--- config.mk ---
export PLATFORM = sky130hd
export DESIGN_NAME = up_data_rx_framer
export DESIGN_NICKNAME = d
export VERILOG_FILES = /design/src/rtl/up_data_rx_framer.sv
export SDC_FILE = /design/constraint.sdc
export NUM_CORES = 1
export LEC_CHECK = 0
export ABC_AREA = 1
export CAP_MARGIN = 20
export CORE_MARGIN = 4
export CORE_UTILIZATION = 56
export CTS_BUF_LIST = sky130_fd_sc_hd__clkbuf_4
export DETAILED_ROUTE_END_ITERATION = 16
export PLACE_DENSITY = 0.94
export SYNTH_ARGS = -nofsm -noshare
export SYNTH_HDL_FRONTEND = slang
export SYNTH_SLANG_ARGS = --single-unit
--- constraint.sdc ---
create_clock -name sysclk -period 2.7 [get_ports sysclk]
set_input_delay 0.27 -clock sysclk [delete_from_list [all_inputs] [get_ports sysclk]]
set_output_delay 0.27 -clock sysclk [all_outputs]
set_load 0.02 [all_outputs]
--- src/rtl/up_data_rx_framer.sv ---
// Splits the UART RX byte stream into idle-gap-delimited frames, stores them in a
// 4096-byte ring on RAM port A and posts one (start, length) descriptor per stored frame.
module up_data_rx_framer #(
  parameter int IDLE_CYCLES = 1000,
  parameter int MAX_FRAME   = 2048
) (
  input  logic        sysclk,
  input  logic        nRST,
  input  logic        rx_vld,
  input  logic [7:0]  rx_data,
  input  logic        rx_err,
  output logic        ram_wren,
  output logic [11:0] ram_addr,
  output logic [7:0]  ram_data,
  input  logic [11:0] rd_ptr,
  output logic        frm_vld,
  input  logic        frm_rdy,
  output logic [11:0] frm_addr,
  output logic [11:0] frm_len,
  output logic [15:0] drop_cnt,
  output logic [1:0]  dbg_state
);

  localparam int GW = $clog2(IDLE_CYCLES);
  localparam logic [GW-1:0] GAP_LAST = GW'(IDLE_CYCLES - 1);
  localparam logic [11:0]   MAX_LEN  = 12'(MAX_FRAME);

  typedef enum logic [1:0] {
    S_IDLE = 2'd0,
    S_RECV = 2'd1,
    S_DROP = 2'd2
  } state_t;

  state_t          state, state_nxt;
  logic [11:0]     wr_ptr, commit_ptr, byte_cnt;
  logic [GW-1:0]   gap_cnt;

  logic space_ok, storable, gap_done, desc_free;
  logic do_write, cnt_first, rewind, gap_clr, gap_inc, do_post, drop_inc;

  // One slot always stays empty so wr_ptr never catches up with rd_ptr.
  assign space_ok  = (wr_ptr + 12'd1) != rd_ptr;
  assign storable  = !rx_err && space_ok;
  assign gap_done  = (gap_cnt == GAP_LAST);
  // Descriptor handshake: frm_vld/frm_addr/frm_len hold until an edge with frm_rdy=1
  // consumes them; a new descriptor may load on that same edge.
  assign desc_free = !frm_vld || frm_rdy;
  assign dbg_state = state;

  always_comb begin
    state_nxt = state;
    do_write  = 1'b0;
    cnt_first = 1'b0;
    rewind    = 1'b0;
    gap_clr   = 1'b0;
    gap_inc   = 1'b0;
    do_post   = 1'b0;
    drop_inc  = 1'b0;
    case (state)
      S_IDLE: begin
        if (rx_vld) begin
          gap_clr = 1'b1;
          if (storable) begin
            do_write  = 1'b1;
            cnt_first = 1'b1;
            state_nxt = S_RECV;
          end else begin
            state_nxt = S_DROP;
          end
        end
      end
      S_RECV: begin
        if (rx_vld) begin
          gap_clr = 1'b1;
          if (storable && (byte_cnt < MAX_LEN)) begin
            do_write = 1'b1;
          end else begin
            rewind    = 1'b1;
            state_nxt = S_DROP;
          end
        end else if (gap_done) begin
          gap_clr   = 1'b1;
          state_nxt = S_IDLE;
          if (desc_free) begin
            do_post = 1'b1;
          end else begin
            rewind   = 1'b1;
            drop_inc = 1'b1;
          end
        end else begin
          gap_inc = 1'b1;
        end
      end
      S_DROP: begin
        if (rx_vld) begin
          gap_clr = 1'b1;
        end else if (gap_done) begin
          gap_clr   = 1'b1;
          drop_inc  = 1'b1;
          state_nxt = S_IDLE;
        end else begin
          gap_inc = 1'b1;
        end
      end
      default: state_nxt = S_IDLE;
    endcase
  end

  always_ff @(posedge sysclk or negedge nRST) begin
    if (!nRST) begin
      state <= S_IDLE;
    end else begin
      state <= state_nxt;
    end
  end

  always_ff @(posedge sysclk or negedge nRST) begin
    if (!nRST) begin
      wr_ptr     <= '0;
      commit_ptr <= '0;
      byte_cnt   <= '0;
      gap_cnt    <= '0;
      drop_cnt   <= '0;
    end else begin
      if (do_write) begin
        wr_ptr <= wr_ptr + 12'd1;
      end else if (rewind) begin
        wr_ptr <= commit_ptr;
      end
      if (cnt_first) begin
        byte_cnt <= 12'd1;
      end else if (do_write) begin
        byte_cnt <= byte_cnt + 12'd1;
      end
      if (gap_clr) begin
        gap_cnt <= '0;
      end else if (gap_inc) begin
        gap_cnt <= gap_cnt + 1'b1;
      end
      if (do_post) begin
        commit_ptr <= wr_ptr;
      end
      if (drop_inc && (drop_cnt != 16'hFFFF)) begin
        drop_cnt <= drop_cnt + 16'd1;
      end
    end
  end

  always_ff @(posedge sysclk or negedge nRST) begin
    if (!nRST) begin
      ram_wren <= 1'b0;
      ram_addr <= '0;
      ram_data <= '0;
    end else begin
      ram_wren <= do_write;
      if (do_write) begin
        ram_addr <= wr_ptr;
        ram_data <= rx_data;
      end
    end
  end

  always_ff @(posedge sysclk or negedge nRST) begin
    if (!nRST) begin
      frm_vld  <= 1'b0;
      frm_addr <= '0;
      frm_len  <= '0;
    end else if (do_post) begin
      frm_vld  <= 1'b1;
      frm_addr <= commit_ptr;
      frm_len  <= byte_cnt;
    end else if (frm_rdy) begin
      frm_vld  <= 1'b0;
    end
  end

endmodule

### Yosys cells after proc, flatten, opt, wreduce, memory -nomap -nowiden

Index checks and enable logic that the tools add are counted.

* output and inout port bits: 64
* register bits: 110
* logic and storage cells: 78

* muxes and demuxes: 40
* reduce and logical (&&, ||, !) cells: 13
* add/subtract/negate cells: 4
* magnitude comparators: 1
* equal/unequal tests: 8

Operators by type and width (count)
* 12-bit two-way mux: 4
* 12-bit by 1-bit adder with 12-bit output (second input constant): 2
* 1-bit two-way mux: 24
* 10-bit two-way mux: 2
* 16-bit by 1-bit adder with 16-bit output (second input constant): 1
* 16-bit != test (second input constant): 1
* 12-bit < comparator (second input constant): 1
* 2-bit two-way mux: 6
* 12-bit != test: 1
* 10-bit by 1-bit adder with 10-bit output (second input constant): 1
* 10-bit equality test (second input constant): 1
* 2-bit nonzero test: 4
* 1-bit one-hot mux with 2 select lines: 3
* 2-bit one-hot mux with 3 select lines: 1
* 2-bit != test (second input constant): 2
* 1-bit logical AND: 3
* 3-bit != test (second input constant): 1
* 3-bit AND reduction: 1
* 2-bit by 1-bit equality test with 1-bit output (second input constant): 1
* 2-bit equality test (second input constant): 1
* 1-bit logical NOT: 2
* 2-bit logical NOT: 1
* 2-bit OR reduction: 1
* 1-bit logical OR: 1

### Longest topological paths before layout

* depth after elaboration: 9
* depth in mapped cells: 17
* gate-level depth less buffers: 17

### Worst setup path before layout

OpenSTA, ideal clock, no wires.

* kind: register to register
* start: reg wr_ptr[0]
* end: reg wr_ptr[2]
* data required time: 2.580 ns
* stages on the path, launching flop included: 14
* setup slack: 0.560 ns
* arrival time: 2.020 ns
* buffers on the path: 1
* path through: dfrtp_1 > ha_1 > or2_2 > nand3b_1 > nand3_1 > nor2_1 > nand2_1 > nor2_1 > nand3_1 > nand4_1 > nand2_2 > buf_4 > o21ai_1 > nand2_1

* cells in the longest elaborated chain, start to end: 8
* elaborated cells between the ends (all ways): 14

RTL lines
* start, declared: line 35 `logic [11:0] wr_ptr, commit_ptr, byte_cnt;`
* start signal, assigned: line 126 `wr_ptr <= wr_ptr + 12'd1;`
* start signal, assigned: line 128 `wr_ptr <= commit_ptr;`
* 12-bit by 1-bit adder with 12-bit output *: line 42, 126
* 12-bit != test: line 42 `assign space_ok = (wr_ptr + 12'd1) != rd_ptr;`
* 1-bit logical AND: line 43 `assign storable = !rx_err && space_ok;`
* 1-bit logical AND: line 75 `if (storable && (byte_cnt < MAX_LEN)) begin`
* 1-bit two-way mux: line 75
* 1-bit two-way mux: line 73 `if (rx_vld) begin`
* 1-bit one-hot mux with 2 select lines or 1-bit two-way mux (tied branches): line 59 `case (state)`
* 12-bit two-way mux or 2-bit nonzero test (tied branches)

Mark *: on every way between the ends. The rest lies on a longest branch, timed or not.
A chain may end at the register's enable or synchronous reset.

### Worst setup path after layout

Same ends and word-level chain as after synthesis.

==> metrics <==
cell area after synthesis 5470 sq um; clock sink count 110; Max Fclk 0.402 GHz; net count of the mapped netlist just over 700; Initial Utilization 0.584; skew final 0.0170 ns; aggregate global routing overflow 0; antenna fix cells 0; average wire per standard cell approximately 15 microns; area of the placeable core 9370 sq um; DPL Wire Length 9730 microns; peak ir drop on the vdd network 302 uV; final design utilization 0.710; number of nets in the finished design 808; startpoint kind of the worst setup timing path flip-flop; count of port buffers added during placement 88; floorplan row count 35; ratio of final minimum period to clock period 0.922; final hold violation count 0; number of placed I/O pins 89; Final GP Congestion around 0.94; data required time of the worst path 3.11 ns; count of final max-slew check failures 0; measured slew at the worst slew-check pin about 0.56 ns; Clock Pin Slew Worst Setup and Hold Paths 0.18 ns; H-tree level count 3; DR vias/cell 5.48; Worst Setup Path Type reg2reg; post-place instance area 6480 sq um; count of flip-flops with a built-in enable after synthesis 0; final setup vio count 0; largest fanout on the critical path 29; post-layout minimum cycle time 2.49 ns; fraction of layout instances using a drive strength above 1 0.0526; cell at the root of the clock tree clkbuf_4; total of flip-flops plus latches after synthesis 110; via count of the routed design 4980; synth-to-layout area growth 21.6%; arrival time of data at the critical path endpoint 2.90 ns; largest stage delay on the critical path 0.48 ns; gate count of the mapped netlist a little under 700; Reg2Reg Setup Slack 0.21 ns; vias in the first global route approximately 4800; total of max-cap violations 0; worst max-slew margin expressed relative to the limit 0.623; final setup margin 0.211 ns; worst skew pair latency 0.47 ns; leakage power of the design ~0.003 uW; Unique masters post-synth 33; Worst path slowest cell dfrtp_2; worst setup slack before clock tree synthesis 0.132 ns; setup total negative slack 0 ns; post-synthesis sequential area ratio 0.503; hold slack final 0.248 ns; TritonCTS clock tree built; total power divided by cell area between 600 and 700 nW/um^2; Die Ht 107 microns; result of the run completed; total routed wirelength 13200 microns; antenna-violating nets left 0; Total Routing Usage GR 0.236; Layout Cell Area excl Fill 6650 sq um; DR DRC count 0; Hold WC Path Type in2async; area of the die 11400 sq um; post-synthesis area per instance 7.96 sq um; TritonCTS buffer count 9; Detailed Route Iter0 Violations between 300 and 400; initial antenna violation count 0; nature of the critical path endpoint flip-flop; most common flop cell mapped by yosys dfrtp_1; pin count of the biggest net entering global routing 50; die span in x between 100 and 150 microns; cell chain of the critical path ha_1 -> or2_2 -> nand3b_1 -> nand3_1 -> nor2_1 -> nand2_1 -> nor2_1 -> nand3_2 -> nand4_1 -> nand2_2 -> clkinv_4 -> buf_12 -> nand3_1 -> nand2_1; first-pass GRT wire length 22100 microns; maximum clock path buffer count 2; count of synthesis-stage warnings from yosys 0; share of synthesized flip-flops with an asynchronous set or reset 1.00; iteration count of the initial detailed-routing pass 5
==> routing by layer <==
layer  track usage  wire length, microns  vias up
met5             0                     0        -
met4        0.0804                   248        0
met3        0.0379                   808       27
met2         0.404                  6610      201
met1         0.304                  5530     2369
li1              -                     -     2383
==> repair_timing <==
action | in CTS | in global routing
hold buffers | 1 | 0
setup buffers | 0 | 1
endpoints found under the setup margin | 0 | 40
resized for setup | 0 | 10
endpoints found under the hold margin | 30 | 0
==> sequential cells by signal (all words and copies together) (netlist names), 10 cells and up <==
register / cells
gap_cnt: 10
frm_len: 12
ram_addr: 12
commit_ptr: 12
wr_ptr: 12
drop_cnt: 16
byte_cnt: 12
frm_addr: 12
==> power by group <==
group	total [uW]	switching (uW)	internal (uW)
clock	784	580	203
sequential	2070	202	1860
combinational	1470	903	567
total	4320	1690	2640
==> cell usage after synthesis, types with 2 or more instances <==
cell / n / area [sq um]
o21ai_0: 54 / 270
nand3_1: 61 / 305
o21ai_1: 12 / 60.1
nor4_1: 2 / 12.5
nor2_2: 2 / 12.5
nand2_2: 2 / 12.5
nor3_1: 14 / 70.1
nand4_1: 22 / 138
xor2_1: 19 / 166
a21oi_1: 13 / 65.1
mux2_2: 2 / 22.5
buf_6: 4 / 45.0
buf_2: 8 / 40.0
dfrtp_1: 110 / 2750
nand2_1: 190 / 713
ha_1: 8 / 100
nor2_1: 53 / 199
inv_1: 83 / 312
xnor2_1: 3 / 26.3
nand3b_1: 5 / 37.5
clkbuf_1: 8 / 30.0
==> kinds of logic (layout without fill, tap and decap cells) <==
logic type / count (synthesis) / count (layout) / synth area share
AO/OA/AOI/OAI: 83 / 83 / 0.0775
multiplexers: 2 / 2 / 0.00412
adder cells (fa/ha/maj): 8 / 8 / 0.0183
AND/OR/NAND/NOR: 355 / 355 / 0.280
XOR/XNOR: 22 / 22 / 0.0352
flip-flops: 110 / 110 / 0.503
buffers and inverters: 107 / 200 / 0.0819
==> through the flow <==
step,total power [uW],std cells
4_1_cts,4300,908
6_report,4320,909
3_3_place_gp,3440,891
3_5_place_dp,3520,891
2_1_floorplan,2980,687
5_1_grt,4590,909
==> critical path: cells and delay by family, from the launching register on <==
| family | cells | cell delay, ns |
|---|---|---|
| buffers and inverters | 2 | 0.33 |
| AND/OR/NAND/NOR | 11 | 1.37 |
| flip-flops | 1 | 0.48 |
| adder cells (fa/ha/maj) | 1 | 0.23 |
==> cell type report <==
class | instances | area (sq um)
inverter | 85 | 324
multi-input combinational | 470 | 2290
fill | 741 | 2720
clock inverter | 7 | 57.6
sequential | 110 | 2760
tap | 129 | 161
timing repair buffer | 99 | 1000
clock buffer | 9 | 67.6
==> placed cells by master, fill, tap and decap left out, drive strengths merged <==
cell and instances:
nand3b 5, nor4 2, o22ai 1, clkbuf 9, or2 1, dlygate4sd3 1, xor2 19, nor3b 1
nand2 192, nand4 22, buf 11, ha 8, inv 87, nor3 14, clkinv 4, xnor2 3
dfrtp 110, nor2 56, o21bai 1, a211oi 1, clkinvlp 1, a21oi 13, and3 1, clkdlybuf4s50 87
mux2 2, nand3 61, o21ai 66, o211ai 1
==> path summary, 6_finish.rpt <==
| check | startpoint | end | cells past startpoint |
|---|---|---|---|
| worst min-delay path | nRST | ram_data[3] | 2 |
| min in group sysclk | rx_data[3] | ram_data[3] | 3 |
| worst min register to register | ram_data[6] | ram_data[6] | 2 |
| worst max register to register | wr_ptr[0] | wr_ptr[2] | 14 |
| worst max-delay path | wr_ptr[0] | wr_ptr[2] | 14 |
| max in group asynchronous | nRST | wr_ptr[2] | 3 |
No activity file was read; power rests on OpenSTA's default activity.
